`src/rtl/pxs_vga_sync_gen_pkg.sv`:
```
// rtl/pxs_vga_sync_gen_pkg.sv - default VGA 640x480 timing constants and coordinate type
package pxs_vga_sync_gen_pkg;

    localparam int COORD_W = 10;
    localparam int MAX_TOT = 1 << COORD_W;

    localparam int VGA_H_ACTIVE = 640;
    localparam int VGA_H_FP     = 16;
    localparam int VGA_H_SYNC   = 96;
    localparam int VGA_H_BP     = 48;
    localparam int VGA_H_TOTAL  = VGA_H_ACTIVE + VGA_H_FP + VGA_H_SYNC + VGA_H_BP;

    localparam int VGA_V_ACTIVE = 480;
    localparam int VGA_V_FP     = 10;
    localparam int VGA_V_SYNC   = 2;
    localparam int VGA_V_BP     = 33;
    localparam int VGA_V_TOTAL  = VGA_V_ACTIVE + VGA_V_FP + VGA_V_SYNC + VGA_V_BP;

    localparam bit VGA_HS_POL = 1'b0;
    localparam bit VGA_VS_POL = 1'b0;

    typedef logic [COORD_W-1:0] coord_t;

endpackage

```
`src/rtl/pxs_vga_sync_gen_if.sv`:
```
// rtl/pxs_vga_sync_gen_if.sv - VGA component bundle handed to the stream-join stage
interface pxs_vga_sync_gen_if;
    import pxs_vga_sync_gen_pkg::*;

    logic   HSync;
    logic   VSync;
    coord_t XCoord;
    coord_t YCoord;
    logic   ActiveVideo;
    logic   line_start;
    logic   frame_start;

    modport master (
        output HSync, VSync, XCoord, YCoord, ActiveVideo, line_start, frame_start
    );

    modport slave (
        input HSync, VSync, XCoord, YCoord, ActiveVideo, line_start, frame_start
    );

endinterface

```
`src/rtl/pxs_sync_axis.sv`:
```
// rtl/pxs_sync_axis.sv - one scan axis: wrapping counter plus sync-window and active decode
module pxs_sync_axis
    import pxs_vga_sync_gen_pkg::*;
#(
    parameter int ACTIVE = VGA_H_ACTIVE,
    parameter int FP     = VGA_H_FP,
    parameter int SYNC   = VGA_H_SYNC,
    parameter int BP     = VGA_H_BP,
    parameter bit POL    = VGA_HS_POL
) (
    input  logic   clk,
    input  logic   reset,
    input  logic   i_ce,
    output coord_t o_pos,
    output logic   o_sync,
    output logic   o_active,
    output logic   o_wrap
);

    localparam int TOT = ACTIVE + FP + SYNC + BP;

    generate
        if (TOT > MAX_TOT || TOT < 2) begin : g_bad_total
            $error("pxs_sync_axis: total %0d outside 2..%0d", TOT, MAX_TOT);
        end
    endgenerate

    // One extra bit so window edges equal to 1024 still compare correctly.
    localparam logic [COORD_W:0] ACT_END  = (COORD_W+1)'(ACTIVE);
    localparam logic [COORD_W:0] SYNC_BEG = (COORD_W+1)'(ACTIVE + FP);
    localparam logic [COORD_W:0] SYNC_END = (COORD_W+1)'(ACTIVE + FP + SYNC);
    localparam coord_t           LAST     = COORD_W'(TOT - 1);

    coord_t             r_cnt;
    logic [COORD_W:0]   w_pos_x;

    assign w_pos_x  = {1'b0, r_cnt};
    assign o_pos    = r_cnt;
    assign o_wrap   = (r_cnt == LAST);
    assign o_active = (w_pos_x < ACT_END);
    assign o_sync   = ((w_pos_x >= SYNC_BEG) && (w_pos_x < SYNC_END)) ? POL : ~POL;

    always_ff @(posedge clk) begin
        if (reset) begin
            r_cnt <= '0;
        end else if (i_ce) begin
            r_cnt <= o_wrap ? '0 : r_cnt + 1'b1;
        end
    end

endmodule

```
`src/rtl/pxs_vga_sync_gen.sv`:
```
// rtl/pxs_vga_sync_gen.sv - VGA timing generator with registered, mutually aligned outputs
module pxs_vga_sync_gen
    import pxs_vga_sync_gen_pkg::*;
#(
    parameter int H_ACTIVE = VGA_H_ACTIVE,
    parameter int H_FP     = VGA_H_FP,
    parameter int H_SYNC   = VGA_H_SYNC,
    parameter int H_BP     = VGA_H_BP,
    parameter int V_ACTIVE = VGA_V_ACTIVE,
    parameter int V_FP     = VGA_V_FP,
    parameter int V_SYNC   = VGA_V_SYNC,
    parameter int V_BP     = VGA_V_BP,
    parameter bit HS_POL   = VGA_HS_POL,
    parameter bit VS_POL   = VGA_VS_POL
) (
    input  logic                   clk,
    input  logic                   reset,
    input  logic                   pix_ce,
    pxs_vga_sync_gen_if.master     vga
);

    coord_t w_h;
    coord_t w_v;
    logic   w_h_sync;
    logic   w_v_sync;
    logic   w_h_active;
    logic   w_v_active;
    logic   w_h_wrap;
    logic   w_v_ce;
    logic   w_v_wrap_unused;

    assign w_v_ce = pix_ce && w_h_wrap;

    pxs_sync_axis #(
        .ACTIVE (H_ACTIVE), .FP (H_FP), .SYNC (H_SYNC), .BP (H_BP), .POL (HS_POL)
    ) u_h_axis (
        .clk      (clk),
        .reset    (reset),
        .i_ce     (pix_ce),
        .o_pos    (w_h),
        .o_sync   (w_h_sync),
        .o_active (w_h_active),
        .o_wrap   (w_h_wrap)
    );

    pxs_sync_axis #(
        .ACTIVE (V_ACTIVE), .FP (V_FP), .SYNC (V_SYNC), .BP (V_BP), .POL (VS_POL)
    ) u_v_axis (
        .clk      (clk),
        .reset    (reset),
        .i_ce     (w_v_ce),
        .o_pos    (w_v),
        .o_sync   (w_v_sync),
        .o_active (w_v_active),
        .o_wrap   (w_v_wrap_unused)
    );

    coord_t r_x;
    coord_t r_y;
    logic   r_active;
    logic   r_hsync;
    logic   r_vsync;
    logic   r_line_start;
    logic   r_frame_start;

    // Outputs capture the pre-increment counter state, so every field describes the same pixel.
    always_ff @(posedge clk) begin
        if (reset) begin
            r_x           <= '0;
            r_y           <= '0;
            r_active      <= 1'b0;
            r_hsync       <= ~HS_POL;
            r_vsync       <= ~VS_POL;
            r_line_start  <= 1'b0;
            r_frame_start <= 1'b0;
        end else begin
            r_line_start  <= 1'b0;
            r_frame_start <= 1'b0;
            if (pix_ce) begin
                r_x           <= w_h;
                r_y           <= w_v;
                r_active      <= w_h_active && w_v_active;
                r_hsync       <= w_h_sync;
                r_vsync       <= w_v_sync;
                r_line_start  <= (w_h == '0);
                r_frame_start <= (w_h == '0) && (w_v == '0);
            end
        end
    end

    assign vga.XCoord      = r_x;
    assign vga.YCoord      = r_y;
    assign vga.ActiveVideo = r_active;
    assign vga.HSync       = r_hsync;
    assign vga.VSync       = r_vsync;
    assign vga.line_start  = r_line_start;
    assign vga.frame_start = r_frame_start;

endmodule
```
`src/flat_wrapper.sv`:
```
// flat-port wrapper written by rule: the top's interface ports become plain ports
module pxs_vga_sync_gen_flat import pxs_vga_sync_gen_pkg::*;
#(
    parameter int H_ACTIVE = VGA_H_ACTIVE,
    parameter int H_FP     = VGA_H_FP,
    parameter int H_SYNC   = VGA_H_SYNC,
    parameter int H_BP     = VGA_H_BP,
    parameter int V_ACTIVE = VGA_V_ACTIVE,
    parameter int V_FP     = VGA_V_FP,
    parameter int V_SYNC   = VGA_V_SYNC,
    parameter int V_BP     = VGA_V_BP,
    parameter bit HS_POL   = VGA_HS_POL,
    parameter bit VS_POL   = VGA_VS_POL
)
  (clk, reset, pix_ce, vga_HSync, vga_VSync, vga_XCoord, vga_YCoord, vga_ActiveVideo, vga_line_start, vga_frame_start);
  pxs_vga_sync_gen_if vga_i ();
  input  logic clk;
  input  logic reset;
  input  logic pix_ce;
  output wire logic [$bits(vga_i.HSync)-1:0] vga_HSync;
  output wire logic [$bits(vga_i.VSync)-1:0] vga_VSync;
  output wire logic [$bits(vga_i.XCoord)-1:0] vga_XCoord;
  output wire logic [$bits(vga_i.YCoord)-1:0] vga_YCoord;
  output wire logic [$bits(vga_i.ActiveVideo)-1:0] vga_ActiveVideo;
  output wire logic [$bits(vga_i.line_start)-1:0] vga_line_start;
  output wire logic [$bits(vga_i.frame_start)-1:0] vga_frame_start;
  assign vga_HSync = vga_i.HSync;
  assign vga_VSync = vga_i.VSync;
  assign vga_XCoord = vga_i.XCoord;
  assign vga_YCoord = vga_i.YCoord;
  assign vga_ActiveVideo = vga_i.ActiveVideo;
  assign vga_line_start = vga_i.line_start;
  assign vga_frame_start = vga_i.frame_start;
  pxs_vga_sync_gen #(.H_ACTIVE(H_ACTIVE), .H_FP(H_FP), .H_SYNC(H_SYNC), .H_BP(H_BP), .V_ACTIVE(V_ACTIVE), .V_FP(V_FP), .V_SYNC(V_SYNC), .V_BP(V_BP), .HS_POL(HS_POL), .VS_POL(VS_POL)) u_core (.clk(clk), .reset(reset), .pix_ce(pix_ce), .vga(vga_i));
endmodule
```
`config.mk`:
```
export PLATFORM = sky130hd
export DESIGN_NAME = pxs_vga_sync_gen_flat
export DESIGN_NICKNAME = d
export VERILOG_FILES = /design/src/rtl/pxs_vga_sync_gen_pkg.sv /design/src/rtl/pxs_vga_sync_gen_if.sv /design/src/rtl/pxs_sync_axis.sv /design/src/rtl/pxs_vga_sync_gen.sv /design/src/flat_wrapper.sv
export SDC_FILE = /design/constraint.sdc
export NUM_CORES = 1
export LEC_CHECK = 0
export CAP_MARGIN = 25
export CORE_ASPECT_RATIO = 1.75
export CORE_MARGIN = 8
export CORE_UTILIZATION = 53
export DETAILED_ROUTE_END_ITERATION = 10
export GPL_ROUTABILITY_DRIVEN = 0
export MAX_ROUTING_LAYER = met4
export PLACE_DENSITY_LB_ADDON = 0.15
export SLEW_MARGIN = 0
export SYNTH_ARGS = -nofsm -noshare
export SYNTH_HDL_FRONTEND = slang
export SYNTH_SLANG_ARGS = --single-unit
```
`constraint.sdc`:
```
create_clock -name clk -period 2.4 [get_ports clk]
set_input_delay 0.36 -clock clk [delete_from_list [all_inputs] [get_ports clk]]
set_output_delay 0.36 -clock clk [all_outputs]
set_load 0.01 [all_outputs]
```
==> run metrics, run 1 <==
outcome finished, final reports clean; number of clock sinks seen by CTS 45; library cell used as clock root buffer sky130_fd_sc_hd__clkbuf_8; number of synthesized register bits 45; via total after detailed routing 1617; maximum clock skew at final layout 0.007881 ns; post-route ant nets 0; clock edge transition at the registers on the reported setup and hold paths 0.08 ns; count of TritonRoute iterations in the first routing pass 4; input/output buffers 27; count of antenna diodes in the layout 0; biggest fanout along the worst timing path 9; post-layout power 1406 µW; Setup crit end kind register; VDD IR max 0.0005219 V; DPL Wire Length 3.374 mm; proportion of layout cells with a drive suffix above 1 8.787%; category of cells accounting for the largest share of critical-path delay simple AND/OR/NAND/NOR gates; mean area per synthesized cell 9.324 µm²; RR Endpoint u_core.u_v_axis.o_pos[6]; synth unique cells 37; total number of H-tree levels 2; Hold Path Stages 2; starting utilization of the core area 54.51%; via density per instance 5.674; part of the Yosys area used for sequential elements 46.01%; Worst path slowest cell sky130_fd_sc_hd__or4_1; TritonCTS clock tree done; Area Growth Syn to Fin 22.04%; clock period minus final worst setup slack 2.083 ns; setup repair after global routing missed its margin false; Residual DRC 0; I/O pin count 28; maximum buffer depth of the clock tree 2; initial antenna violation count 0; post-synthesis instance area 0.001958 mm²; fin crit share 86.77%; Buf+Inv Stages, Crit Path 0; startpoint kind of the worst setup timing path register; clock buffer count from CTS 5; number of cells produced by synthesis 210; CP required 2.63 ns; logic depth of the worst register-to-register path 5; Die Span X 61.95 µm; hold endpoint u_core.vga.ActiveVideo; core area 0.003592 mm²; hold crit path type register to register; Post-CTS Hold Buffers 0; buffer count from post-CTS setup fixing 0; final setup TNS 0 ns; Fin. Hold Viols 0; Worst Path Arrival 2.31 ns; number of global-route vias before repair 1653; total wire length 4.535 mm; average wire per cell in the routed design 15.91 µm; critical path, cell by cell ha_1 > nand4_1 > or3_4 > or4_1 > a21oi_1; Net Count, Synth 217; Max Freq 480.2 MHz; Pleak 0.0008855 µW; maximum number of pins on one net before global-route repair 35; Post-DP Area 0.002273 mm²; Total Routing Usage GR 17.57%; count of instances resized after the clock tree is built 0; class of the most critical setup path register to register; launch point of the worst reg-to-reg path u_core.u_h_axis.o_pos[0]; post-layout net count 245; Pins Over Slew Limit 0; Post-Route Utilization 66.53%; worst-case hold slack 0.4817 ns; startpoint of the most critical hold path u_core.vga.ActiveVideo; Final setup violation count 0; number of warnings reported in the yosys synthesis log 0; die height 96.41 µm; max cap viols 0; Worst R2R Setup Slack 0.32 ns; total congestion overflow after global routing 0; Total Die Area 0.005972 mm²; worst stage delay on the critical path 0.52 ns; power per unit of standard cell area 588.5 mW/mm²; insertion delay of the later-clocked pin in the worst-skew pair 0.29 ns; drt initial violations 77; normalized max-slew margin 70.36%; std cell rows 29; cell area after layout 0.002390 mm²; wire length of the first global-routing pass 7.665 mm; slew at the pin closest to its max-slew limit 0.4446 ns
## worst max path at each step
stage	startpoint	endpoint	slack (ns)	cells past startpoint
4_1_cts	u_core.u_h_axis.o_pos[0]	u_core.u_v_axis.o_pos[6]	0.33	5
3_5_place_dp	pix_ce	u_core.u_v_axis.o_pos[6]	0.16	5
2_1_floorplan	pix_ce	u_core.u_v_axis.o_pos[5]	0.50	6
5_1_grt	u_core.u_h_axis.o_pos[1]	u_core.u_v_axis.o_pos[7]	0.14	5
6_report	u_core.u_h_axis.o_pos[0]	u_core.u_v_axis.o_pos[6]	0.32	5
3_3_place_gp	pix_ce	u_core.u_v_axis.o_pos[6]	0.21	5
## layout make-up
cell class | instances | area, µm²
fillers | 302 | 1202
multi-input cells | 146 | 965.9
flip-flops and latches | 45 | 900.9
repair buffers | 35 | 330.3
clock buffers | 7 | 86.33
well taps | 46 | 57.56
clock inverters | 1 | 30.03
inverters | 5 | 18.77
## worst min-delay path: stages, from the launching register on
cell                       delay, ns
sky130_fd_sc_hd__dfxtp_1        0.31
sky130_fd_sc_hd__nand2b_1       0.06
sky130_fd_sc_hd__a21oi_1        0.06
## synthesized netlist by cell type, drive strengths merged
cell type  instances  area, µm²
dfxtp             45      900.9
nor2              28      105.1
mux2i             20      200.2
a21oi             12      60.06
nand3             10      50.05
nand2              9      33.78
nor3               8      40.04
buf                7      46.29
clkbuf             7      26.28
xor2               7      61.31
inv                5      18.77
and4               4      35.03
ha                 4      50.05
nand2b             4      25.02
nor4               4      25.02
or4                4      33.78
and3               3      18.77
nand4              3      18.77
nand4b             3      26.28
o31ai              3      22.52
or2                3      18.77
xnor2              3      26.28
o21ai              2      10.01
o311ai             2      17.52
o41ai              2      17.52
or3                2      17.52
or4b               2      20.02
nor2b              1      6.260
nor4bb             1      10.01
o21bai             1      7.510
o32ai              1      8.760
## report_power, final
part           internal [µW]  total, µW  switching (µW)  leakage (µW)
Sequential               753        759            5.53      0.000364
Clock                    339        583             244     0.0000585
Combinational           30.4       64.7            34.3      0.000463
Total                   1120       1410             283      0.000885
## layout by cell type (no fill, tap or decap), types with 5 or more instances in the layout
master,count
sky130_fd_sc_hd__xor2_1,7
sky130_fd_sc_hd__a21oi_1,12
sky130_fd_sc_hd__nand3_1,10
sky130_fd_sc_hd__dfxtp_1,45
sky130_fd_sc_hd__nor3_1,8
sky130_fd_sc_hd__inv_1,5
sky130_fd_sc_hd__buf_4,8
sky130_fd_sc_hd__clkdlybuf4s50_1,27
sky130_fd_sc_hd__mux2i_1,20
sky130_fd_sc_hd__clkbuf_8,6
sky130_fd_sc_hd__nand2_1,9
sky130_fd_sc_hd__nor2_1,28
## stage by stage
| stage | setup slack (ns) | std cells |
|---|---|---|
| detailed placement | 0.1576 | 277 |
| global placement | 0.2128 | 277 |
| finish | 0.3174 | 285 |
| floorplan | 0.4953 | 210 |
| global route | 0.1361 | 285 |
| CTS | 0.3281 | 285 |
## state kept, by name (all words and copies together), names as in the netlist
name and cells:
u_core.vga.line_start 1, u_core.u_v_axis.o_pos 10, u_core.vga.ActiveVideo 1, u_core.vga.XCoord 10, u_core.u_h_axis.o_pos 10, u_core.vga.YCoord 10
u_core.vga.frame_start 1, u_core.vga.VSync 1, u_core.vga.HSync 1
## layer usage
metal	track usage, %	vias up	part of all wire (%)
met2	31.48	42	56
met1	16.55	769	38
met3	3.448	10	4.2
met5	-	-	0
met4	9.751	0	2.6
li1	-	796	-
## kinds of logic after synthesis
logic type | count (synthesis) | synth area share [%]
and+or+nand+nor | 89 | 24.73
DFF | 45 | 46.01
AOI/OAI and AO/OA | 23 | 7.349
muxes | 20 | 10.22
buffers and inverters | 19 | 4.665
xor gates and xnor gates | 10 | 4.473
adders and majority gates | 4 | 2.556
Note: power is estimated with default switching activity, not from simulation.
==> run 2: changes to the inputs <==
--- a/config.mk
+++ b/config.mk
@@ -11,7 +11,6 @@
 export CORE_UTILIZATION = 53
 export DETAILED_ROUTE_END_ITERATION = 10
 export GPL_ROUTABILITY_DRIVEN = 0
-export MAX_ROUTING_LAYER = met4
 export PLACE_DENSITY_LB_ADDON = 0.15
 export SLEW_MARGIN = 0
 export SYNTH_ARGS = -nofsm -noshare
==> constraint.sdc (replaced) <==
create_clock -name clk -period 2.4 [get_ports clk]
set_input_delay 0.48 -clock clk [delete_from_list [all_inputs] [get_ports clk]]
set_output_delay 0.48 -clock clk [all_outputs]
set_load 0.01 [all_outputs]
==> run 2 against run 1 <==
Compared with the run above: highest routed layer unchanged; combinational power is 2% higher; final cell count stayed put; sequential power hardly changed; largest power group unchanged; non-clock buffer count stayed put; critical path type unchanged; largest cell class unchanged; sequential cell count stayed put.
==> run metrics, run 2 (same netlist as run 1, synthesis figures left out) <==
hold crit path type register to register; post-route ant nets 0; CP required 2.62 ns; class of the most critical setup path register to register; sequential cell area 900.9 µm²; average wire per cell in the routed design 16.49 µm; count of antenna diodes in the layout 0; area taken by multi-input logic gates 965.9 µm²; core area 0.003592 mm²; hold endpoint u_core.vga.ActiveVideo; library cell used as clock root buffer sky130_fd_sc_hd__clkbuf_8; startpoint kind of the worst setup timing path register; number of global-route vias before repair 1655; critical path, cell by cell ha_1 > nand4_1 > nor4_1 > or4b_2 > a21oi_1; via density per instance 5.730; TritonCTS clock tree done; buffer count from post-CTS setup fixing 0; Worst Path Arrival 2.34 ns; Setup crit end kind register; count of TritonRoute iterations in the first routing pass 4; max cap viols 0; Die Span X 61.95 µm; Post-CTS Hold Buffers 0; number of fill cells 305; setup repair after global routing missed its margin false; maximum clock skew at final layout 0.002196 ns; worst stage delay on the critical path 0.63 ns; drt initial violations 31; I/O pin count 28; wire length of the first global-routing pass 7.797 mm; starting utilization of the core area 54.51%; Worst R2R Setup Slack 0.28 ns; post-layout net count 245; Final setup violation count 0; worst setup path startpoint u_core.u_h_axis.o_pos[0]; Pins Over Slew Limit 0; Total Routing Usage GR 17.06%; normalized max-slew margin 70.24%; clock period minus final worst setup slack 2.121 ns; count of instances resized after the clock tree is built 0; maximum buffer depth of the clock tree 2; DPL Wire Length 3.473 mm; insertion delay of the later-clocked pin in the worst-skew pair 0.29 ns; total number of H-tree levels 2; biggest fanout along the worst timing path 5; fin crit share 88.36%; Fin. Hold Viols 0; Worst path slowest cell sky130_fd_sc_hd__or4b_2; Max Freq 471.6 MHz; launch point of the worst reg-to-reg path u_core.u_h_axis.o_pos[0]; Placement Setup Slack 0.03058 ns; total congestion overflow after global routing 0; proportion of layout cells with a drive suffix above 1 8.787%; die height 96.41 µm; RR Endpoint u_core.u_v_axis.o_pos[7]; most common cell after layout, fill and taps aside sky130_fd_sc_hd__dfxtp_1; outcome finished, final reports clean; power per unit of standard cell area 539.0 mW/mm²; total wire length 4.701 mm; Pleak 0.0008720 µW; input/output buffers 27; final setup TNS 0 ns; via total after detailed routing 1633; initial antenna violation count 0; logic depth of the worst register-to-register path 5; commonest cells after routing, fill and taps aside sky130_fd_sc_hd__dfxtp_1, sky130_fd_sc_hd__nor2_1, sky130_fd_sc_hd__clkdlybuf4s50_1, sky130_fd_sc_hd__mux2i_1, sky130_fd_sc_hd__a21oi_1; VDD IR max 0.0004838 V; slew at the pin closest to its max-slew limit 0.4463 ns; maximum number of pins on one net before global-route repair 35; Residual DRC 0; number of clock sinks seen by CTS 45; clock edge transition at the registers on the reported setup and hold paths 0.08 ns; Area Growth Syn to Fin 20.32%; setup slack of the critical path after layout 0.2794 ns; std cell rows 29; startpoint of the most critical hold path u_core.vga.ActiveVideo; Total Die Area 0.005972 mm²; worst-case hold slack 0.4842 ns; clock buffer count from CTS 5; Hold Path Stages 2
[run 2: cell types whose count changed in the layout (fill, tap and decap cells not counted)]
cell,previous run,this run
sky130_fd_sc_hd__clkinv_2,0,2
sky130_fd_sc_hd__bufinv_16,1,0
sky130_fd_sc_hd__clkbuf_8,6,5
[run 2: cell type report]
cell class / instances / share of cell area, %
timing repair buffer: 35 / 14.02
sequential: 45 / 38.24
inverter: 5 / 0.7966
tap: 46 / 2.443
clock buffer: 6 / 3.080
multi-input combinational: 146 / 41.00
clock inverter: 2 / 0.4249
[run 2: per-stage QoR]
stage / util [%] / std cells / power, µW / area, µm²
2_1_floorplan: - / 210 / 816.4 / 1958
3_3_place_gp: 63.29 / 277 / 839.8 / 2273
3_5_place_dp: 63.29 / 277 / 843.2 / 2273
4_1_cts: 65.59 / 285 / 1282 / 2356
5_1_grt: 65.59 / 285 / 1322 / 2356
6_report: 65.59 / 285 / 1270 / 2356
[run 2: how the worst max path moves through the flow]
| stage | slack [ns] | cells past startpoint | end |
|---|---|---|---|
| 2_1_floorplan | 0.38 | 6 | u_core.u_v_axis.o_pos[5] |
| 3_3_place_gp | 0.1 | 5 | u_core.u_v_axis.o_pos[6] |
| 3_5_place_dp | 0.03 | 5 | u_core.u_v_axis.o_pos[5] |
| 4_1_cts | 0.32 | 5 | u_core.u_v_axis.o_pos[5] |
| 5_1_grt | 0.23 | 5 | u_core.u_v_axis.o_pos[7] |
| 6_report | 0.28 | 5 | u_core.u_v_axis.o_pos[7] |
[run 2: worst max-delay path: cells and delay by family (launching register included)]
family	cells	cell delay [ns]
flip-flops	1	0.43
adder cells (fa/ha/maj)	1	0.26
AND/OR/NAND/NOR	3	1.18
AO/OA/AOI/OAI	1	0.19
[run 2: per-layer routing]
metal,GRT usage [%],up-vias,part of all wire [%]
li1,-,796,-
met1,16.85,786,38
met2,31.57,38,56
met3,3.183,13,3.0
met4,8.987,0,2.5
met5,0,-,0
[run 2: report_power, final]
group | internal, µW | switching (µW)
clock | 202 | 243
combinational | 30.7 | 35.3
sequential | 753 | 5.56
==> run 3: changes to the inputs <==
--- a/config.mk
+++ b/config.mk
@@ -5,7 +5,6 @@
 export SDC_FILE = /design/constraint.sdc
 export NUM_CORES = 1
 export LEC_CHECK = 0
-export CAP_MARGIN = 25
 export CORE_ASPECT_RATIO = 1.75
 export CORE_MARGIN = 8
 export CORE_UTILIZATION = 53
==> results of run 3 <==
No change in the layout: final DEF, timing and power equal those of run 2.
